==> config.mk <==
export PLATFORM = sky130hd
export DESIGN_NAME = ppu_pixel_fifo
export DESIGN_NICKNAME = d
export VERILOG_FILES = /design/src/rtl/ppu_pixel_fifo.sv
export SDC_FILE = /design/constraint.sdc
export NUM_CORES = 1
export LEC_CHECK = 0
export CORE_AREA = 2 2 74 76
export CTS_BUF_LIST = sky130_fd_sc_hd__clkbuf_4
export CTS_CLUSTER_SIZE = 16
export DETAILED_ROUTE_END_ITERATION = 8
export DIE_AREA = 0 0 76 78
export PLACE_DENSITY = 0.76
export SYNTH_ARGS = -nofsm -noshare
export SYNTH_HDL_FRONTEND = slang
export SYNTH_SLANG_ARGS = --single-unit
==> constraint.sdc <==
create_clock -name clk -period 2.2 [get_ports clk]
set_input_delay 0.44 -clock clk [delete_from_list [all_inputs] [get_ports clk]]
set_output_delay 0.44 -clock clk [all_outputs]
set_load 0.05 [all_outputs]
==> src/rtl/ppu_pixel_fifo.sv <==
// Pixel FIFO for a tile-based PPU. Whole tile rows arrive as bitplanes and
// leave one pixel per clock. A flush clears the buffer at start of line and
// arms a fine-scroll discard, which silently drops the first few pixels.
// Optional build macro PPU_FIFO_PALETTE_EN: route each pixel through the
// BGP-style palette before output. BPP must be 2 in that build.
module ppu_pixel_fifo #(
    parameter int DEPTH  = 16,
    parameter int BPP    = 2,
    parameter int ROW_PX = 8
) (
    input  logic                    clk,
    input  logic                    rst,
    input  logic                    flush,
    input  logic [2:0]              discard,
    input  logic                    load_valid,
    output logic                    load_ready,
    input  logic [BPP*ROW_PX-1:0]   load_planes,
    input  logic                    pop,
    input  logic [7:0]              palette,
    output logic [BPP-1:0]          px_out,
    output logic                    px_valid,
    output logic                    underflow,
    output logic [$clog2(DEPTH):0]  count
);
    localparam int AW = $clog2(DEPTH);
    localparam int CW = AW + 1;

    logic [DEPTH-1:0][BPP-1:0]  mem;
    logic [ROW_PX-1:0][BPP-1:0] row_px;
    logic [AW-1:0]              rptr, wptr;
    logic [2:0]                 discard_rem;
    logic [BPP-1:0]             head, px_map;
    logic [CW-1:0]              count_nxt;
    logic                       load_acc, dropping, deliver, under, take;

    // Transpose the bitplanes: pixel i takes bit (ROW_PX-1-i) of every plane.
    for (genvar i = 0; i < ROW_PX; i++) begin : g_px
        for (genvar p = 0; p < BPP; p++) begin : g_pl
            assign row_px[i][p] = load_planes[p*ROW_PX + ROW_PX-1-i];
        end
    end

    // A full row must fit; flush blocks loads so a stale row cannot land
    // in the freshly cleared buffer.
    assign load_ready = !flush && (count <= CW'(DEPTH - ROW_PX));
    assign load_acc   = load_valid && load_ready;
    assign dropping   = (discard_rem != 3'd0) && (count != '0);
    assign deliver    = pop && (count != '0) && (discard_rem == 3'd0);
    assign under      = pop && (count == '0) && (discard_rem == 3'd0);
    assign take       = deliver || dropping;
    assign head       = mem[rptr];
    assign count_nxt  = count + (load_acc ? CW'(ROW_PX) : CW'(0)) - (take ? CW'(1) : CW'(0));

`ifdef PPU_FIFO_PALETTE_EN
    assign px_map = palette[{head, 1'b0} +: 2];
`else
    // Palette is ignored in the raw build; the port stays for pin compatibility.
    logic unused_palette;
    assign unused_palette = ^palette;
    assign px_map         = head;
`endif

    // Pixel storage; a row is written as ROW_PX consecutive slots with wrap.
    always_ff @(posedge clk) begin
        if (load_acc) begin
            for (int i = 0; i < ROW_PX; i++) begin
                mem[wptr + AW'(i)] <= row_px[i];
            end
        end
    end

    // Pointers, occupancy, discard counter and registered pixel output.
    always_ff @(posedge clk or negedge rst) begin
        if (!rst) begin
            count       <= '0;
            rptr        <= '0;
            wptr        <= '0;
            discard_rem <= 3'd0;
            px_out      <= '0;
            px_valid    <= 1'b0;
            underflow   <= 1'b0;
        end else if (flush) begin
            count       <= '0;
            rptr        <= '0;
            wptr        <= '0;
            discard_rem <= discard;
            px_valid    <= 1'b0;
            underflow   <= 1'b0;
        end else begin
            count     <= count_nxt;
            px_valid  <= deliver;
            underflow <= under;
            if (take)     rptr        <= rptr + AW'(1);
            if (load_acc) wptr        <= wptr + AW'(ROW_PX);
            if (dropping) discard_rem <= discard_rem - 3'd1;
            if (deliver)  px_out      <= px_map;
        end
    end
endmodule

==> results of run 1 <==
[layout make-up]
type	instances	area (um^2)	share of cell area, %
clock buffers	5	37.5	1.20
clock inverters	3	41.3	1.32
inverters	10	37.5	1.20
flip-flops and latches	49	1390	44.4
multi-input cells	113	1030	33.0
well taps	70	87.6	2.79
repair buffers	54	507	16.2
[final timing paths]
check                      startpoint         to  slack, ns
min in group clk            px_out[0]  px_out[0]       0.53
min reg2reg                 px_out[0]  px_out[0]       0.53
max reg2reg                  count[2]   count[4]      -0.05
max                          count[2]   count[4]      -0.05
min                               rst   count[3]       0.39
max in group asynchronous         rst   count[1]       1.60
[flip-flops by register name, summed over array words and instances, names as in the netlist]
| register | flops |
|---|---|
| px_out | 2 |
| px_valid | 1 |
| underflow | 1 |
| rptr | 4 |
| mem | 32 |
| count | 5 |
| discard_rem | 3 |
| wptr | 1 |
[repair_timing]
| item | 4_1_cts | 5_1_grt |
|---|---|---|
| pin swaps | 0 | 9 |
| hold buffers | 0 | 0 |
| endpoints found under the hold margin | 0 | 0 |
| resized for setup | 2 | 13 |
| buffers inserted | 1 | 3 |
| cloned | 0 | 0 |
| setup endpoints to repair | 3 | 16 |
[metrics by stage]
step           instances  setup WS [ns]  instance area [um^2]  TNS (ns)
3_3_place_gp         292         -0.190                  2970    -0.385
5_1_grt              304         -0.102                  3130    -0.250
4_1_cts              301        -0.0365                  3060   -0.0689
2_1_floorplan        181         -0.579                  2450     -5.87
3_5_place_dp         292         -0.251                  2970    -0.539
6_report             304        -0.0542                  3130    -0.105
[metal layers]
layer  global-route usage, %  part of all wire, %  vias to the layer above
met5                       0                    0                        -
met4                    4.91                  1.9                        0
met3                    3.26                  3.0                        9
met2                    26.3                   51                       32
met1                    21.6                   44                      730
li1                        -                    -                      739
[logic make-up (layout without fill, tap and decap cells)]
family | Yosys count | in the layout | share of synthesized area, %
multiplexers | 16 | 16 | 12.0
flip-flops | 49 | 49 | 57.3
adder cells (fa/ha/maj) | 9 | 9 | 4.97
XOR/XNOR | 7 | 7 | 2.53
buffers and inverters | 19 | 72 | 3.26
AO/OA/AOI/OAI | 16 | 16 | 4.45
AND/OR/NAND/NOR | 65 | 65 | 15.5
[cells in the final DEF (no fill, tap or decap), types with 4 or more instances in the layout]
master	instances
nor2b_1	18
mux2i_1	5
clkbuf_4	5
and2_1	16
buf_4	20
inv_1	7
nor2_1	12
mux4_1	5
dfrtp_1	14
ha_1	4
a21oi_1	4
clkdlybuf4s50_1	30
xnor2_1	5
edfxtp_1	32
[where the power goes]
group / switching [uW] / total [uW] / leakage (uW) / internal [uW]
Combinational: 986 / 1970 / 0.000700 / 979
Clock: 280 / 515 / 0.0000389 / 236
Sequential: 150 / 1350 / 0.000510 / 1200
==> metrics.txt, run 1 <==
status complete, but fails checks; failing checks negative setup slack; initial antenna violation count 0; CP Capture Type register; First-pass DRT Iterations 4; first-pass GRT wire length 7390 um; Die Y-Extent 78 um; Area contributors post-synth edfxtp_1 (40%), dfrtp_1 (18%), mux4_1 (5.4%); Rel. slew slack 65.4%; die width 76 um; HP Class primary input to async pin; Fill cells 384; largest area contributor in the netlist edfxtp_1; most frequent cell after synthesis edfxtp_1; Most Frequent Cell on Critical Path ha_4; CP cell instances or3_4 > a211oi_4 > nand2_2 > ha_4 > inv_2 > ha_4 > a21oi_4 > xnor2_2 > nor2_1; Crit Path Class register to register; worst hold slack 0.392 ns; worst skew pair latency 0.36 ns; Critical Path Fanout Max 2; Final Power 3830 uW; Least-Margin Pin Slew 0.518 ns; Fin. Hold Viols 0; pwr dens 1220 mW/mm^2; routed len/inst 14.5 um; crit-path max cell delay 0.44 ns; Num Clock Sinks 49; CORE AREA 0.00504 mm^2; Crit path buffers/inverters 1; Root Driver clkbuf_4; Final Critical Period 2.25 ns; DRC viols 0; drt initial violations 71; Post-synth EDFFs 32; Slew Viols, Final 0; R2R depth 9; syn_nets 222; vias in the first global route 1516; commonest cells in the netlist edfxtp_1 (32), nor2b_1 (18), dfrtp_1 (17), and2_1 (16), nor2_1 (14); final WL 4410 um; n_diodes 0; asr flop ratio synth 34.7%; maximum vdd ir drop 0.000641 V; WP data required 2.46 ns; Starting Density 48.0%; Mapped Area 0.00242 mm^2; Leakage 0.00125 uW; cell family with most CP delay simple AND/OR/NAND/NOR gates; layout overhead on the synthesized area 29.6%; die area 0.00593 mm^2; Reg clk slew, reported paths 0.14 ns; Crit-path slowest cell dfrtp_2; crit path launch type register; gr ovfl total 0; post-DP HPWL 3220 um; CTS Buf Count 5; Final Worst Setup Slack -0.0542 ns; Post-Syn Instances 181; # rows 26; Layout Skew 0.0113 ns; Synth cell types 35; routed vias 1510; H-tree depth 2; I/O pins 42; Synth Register Bits 49; Max Clk Rate 0.444 GHz; Antenna Violating Nets Remaining 0; period utilization 102%; Synth Area per Inst 13.4 um^2; # setup viols final 2; I/O Buffers 33; Vias/cell 4.97; nets 274; RSZ-0062 raised after global routing yes; Max-cap violations 0; share of layout cells above drive strength 1 24.4%; largest net degree at the start of global routing 18; All-Layer GR Usage 16.0%; CP arrival 2.52 ns; TritonCTS clock tree yes; post-synth top area share 39.7%; final core utilization 62.2%; RD Place Congestion 0.722; dominant synthesized flop cell edfxtp_1; Yosys warnings 0; Clock Path Buffers 2; sequential fraction of the synthesis area 57.3%; CP Depth 9
Note: power is estimated with default switching activity, not from simulation.
==> inputs of run 2 (changes only) <==
--- a/config.mk
+++ b/config.mk
@@ -5,8 +5,10 @@
 export SDC_FILE = /design/constraint.sdc
 export NUM_CORES = 1
 export LEC_CHECK = 0
+export ABC_CLOCK_PERIOD_IN_PS = 2200
 export CORE_AREA = 2 2 74 76
 export CTS_BUF_LIST = sky130_fd_sc_hd__clkbuf_4
+export CTS_CLUSTER_DIAMETER = 40
 export CTS_CLUSTER_SIZE = 16
 export DETAILED_ROUTE_END_ITERATION = 8
 export DIE_AREA = 0 0 76 78
==> results of run 2 <==
Final layout, timing and power as in run 1 (identical DEF).
==> inputs of run 3 (changes only) <==
--- a/config.mk
+++ b/config.mk
@@ -13,6 +13,7 @@
 export DETAILED_ROUTE_END_ITERATION = 8
 export DIE_AREA = 0 0 76 78
 export PLACE_DENSITY = 0.76
+export RECOVER_POWER = 100
 export SYNTH_ARGS = -nofsm -noshare
 export SYNTH_HDL_FRONTEND = slang
 export SYNTH_SLANG_ARGS = --single-unit
==> metrics.txt, run 3 (synthesis gave the netlist of run 1 again) <==
status complete, but fails checks; failing checks negative setup slack; Final Worst Setup Slack -0.0574 ns (-0.00318 ns); initial antenna violation count 0 (unchanged); largest net degree at the start of global routing 18 (unchanged); origin of the worst setup path count[2]; setup TNS -0.103 ns (+0.00229 ns); R2R depth 9 (unchanged); Critical Path Fanout Max 2 (unchanged); Vias/cell 5.01 (+0.79%); share of layout cells above drive strength 1 21.4% (-3.0 points); # rows 26 (unchanged); Least-Margin Pin Slew 0.942 ns (+0.424 ns); All-Layer GR Usage 16.0% (unchanged); H-tree depth 2 (unchanged); Fill cells 396 (+3.1%); Leakage 0.00119 uW (-4.4%); Root Driver clkbuf_4; nets 274 (unchanged); post-DP HPWL 3220 um (unchanged); I/O Buffers 33 (unchanged); n_diodes 0 (unchanged); die area 0.00593 mm^2 (unchanged); Antenna Violating Nets Remaining 0 (unchanged); HP Class register to register; RSZ-0062 raised after global routing yes; die width 76 um (unchanged); RD Place Congestion 0.722 (unchanged); WP data required 2.46 ns (about the same); Die Y-Extent 78 um (unchanged); reg2reg end count[4]; Num Clock Sinks 49 (unchanged); maximum vdd ir drop 0.000640 V (-0.10%); worst reg2reg setup slack -0.06 ns (about the same); hold path cells 1; R2R Path Start count[2]; Rel. slew slack 37.2% (-28 points); CTS Buf Count 5 (unchanged); period utilization 103% (+0.14 points); Reg with most FFs mem; worst skew pair latency 0.35 ns (about the same); Fin. Hold Viols 0 (unchanged); commonest non-fill, non-tap cell in the layout edfxtp_1; I/O pins 42 (unchanged); crit path launch type register; Final Critical Period 2.26 ns (+0.00318 ns); CP endpoint count[4]; Layout Skew 0.00671 ns (-0.00463 ns); vias in the first global route 1516 (unchanged); DRC viols 0 (unchanged); routed len/inst 14.5 um (+0.14%); sequential cell area 0.00139 mm^2 (unchanged); pwr dens 1220 mW/mm^2 (about the same); Slew Viols, Final 0 (unchanged); CORE AREA 0.00504 mm^2 (unchanged); CP Capture Type register; largest registers mem (32), count (5), rptr (4); layout overhead on the synthesized area 28.0%; Starting Density 48.0% (unchanged); drt initial violations 64 (-9.9%); # hold bufs at CTS 0 (unchanged); first-pass GRT wire length 7390 um (unchanged); multi-input logic area 0.00103 mm^2 (-0.60%); First-pass DRT Iterations 4 (unchanged); Crit Path Class register to register; max FFs per register 32 (unchanged); TritonCTS clock tree yes; CP arrival 2.52 ns (about the same); most frequent cells in the layout edfxtp_1 (32), clkdlybuf4s50_1 (29), nor2b_1 (18); final core utilization 61.4% (-0.77 points); Clock Path Buffers 2 (unchanged); gr ovfl total 0 (unchanged); Max-cap violations 0 (unchanged); Reg clk slew, reported paths 0.14 ns (about the same); Max Clk Rate 0.443 GHz (-0.14%); routed vias 1522 (+0.79%); final WL 4420 um (+0.14%); # setup viols final 2 (unchanged)
[run 3: worst max-delay path, cell delays in order (launching register included)]
cell	delay [ns]
dfrtp_2	0.44
or3_4	0.40
a211oi_4	0.33
nand2_2	0.13
ha_4	0.28
inv_2	0.03
ha_4	0.22
a21oi_4	0.15
xnor2_2	0.13
nor2_1	0.05
[run 3: repair_timing]
item                                    4_1_cts  5_1_grt
resized for setup                             2       13
endpoints found under the setup margin        3       16
pin swaps                                     0        9
setup buffers                                 1        3
[run 3: area by class of cell]
cell class	instances	share of cell area, %
flip-flops and latches	49	44.9
repair buffers	54	15.3
clock inverters	3	1.33
multi-input cells	113	33.2
well taps	70	2.83
inverters	10	1.21
clock buffers	5	1.21
[run 3: report_power, final]
group	switching, uW	internal (uW)
logic	983	938
clock network	280	236
registers	147	1200
total	1410	2370
[run 3: through the flow]
stage / total power (uW) / hold slack, ns / setup slack (ns) / area, um^2 / instances
floorplan: 2560 / 0.144 / -0.579 / 2450 / 181
global placement: 3080 / 0.500 / -0.190 / 2970 / 292
detailed placement: 3150 / 0.505 / -0.251 / 2970 / 292
CTS: 3690 / 0.392 / -0.0365 / 3060 / 301
global route: 4010 / 0.557 / -0.102 / 3100 / 304
finish: 3780 / 0.526 / -0.0574 / 3100 / 304
[run 3: how the worst min path moves through the flow]
stage | start | end | slack (ns)
after floorplan | rst | count[0] | 0.14
after CTS | rst | count[3] | 0.39
after detailed placement | px_out[0] | px_out[0] | 0.50
final | px_out[0] | px_out[0] | 0.53
after global placement | px_out[1] | px_out[1] | 0.50
after global routing | px_out[1] | px_out[1] | 0.56
[run 3: routing by layer]
metal,track usage [%],wire length [um],vias to the layer above
li1,-,-,736
met1,21.6,1880,732
met2,26.3,2260,46
met3,3.26,202,8
met4,4.91,73,0
met5,0,0,-
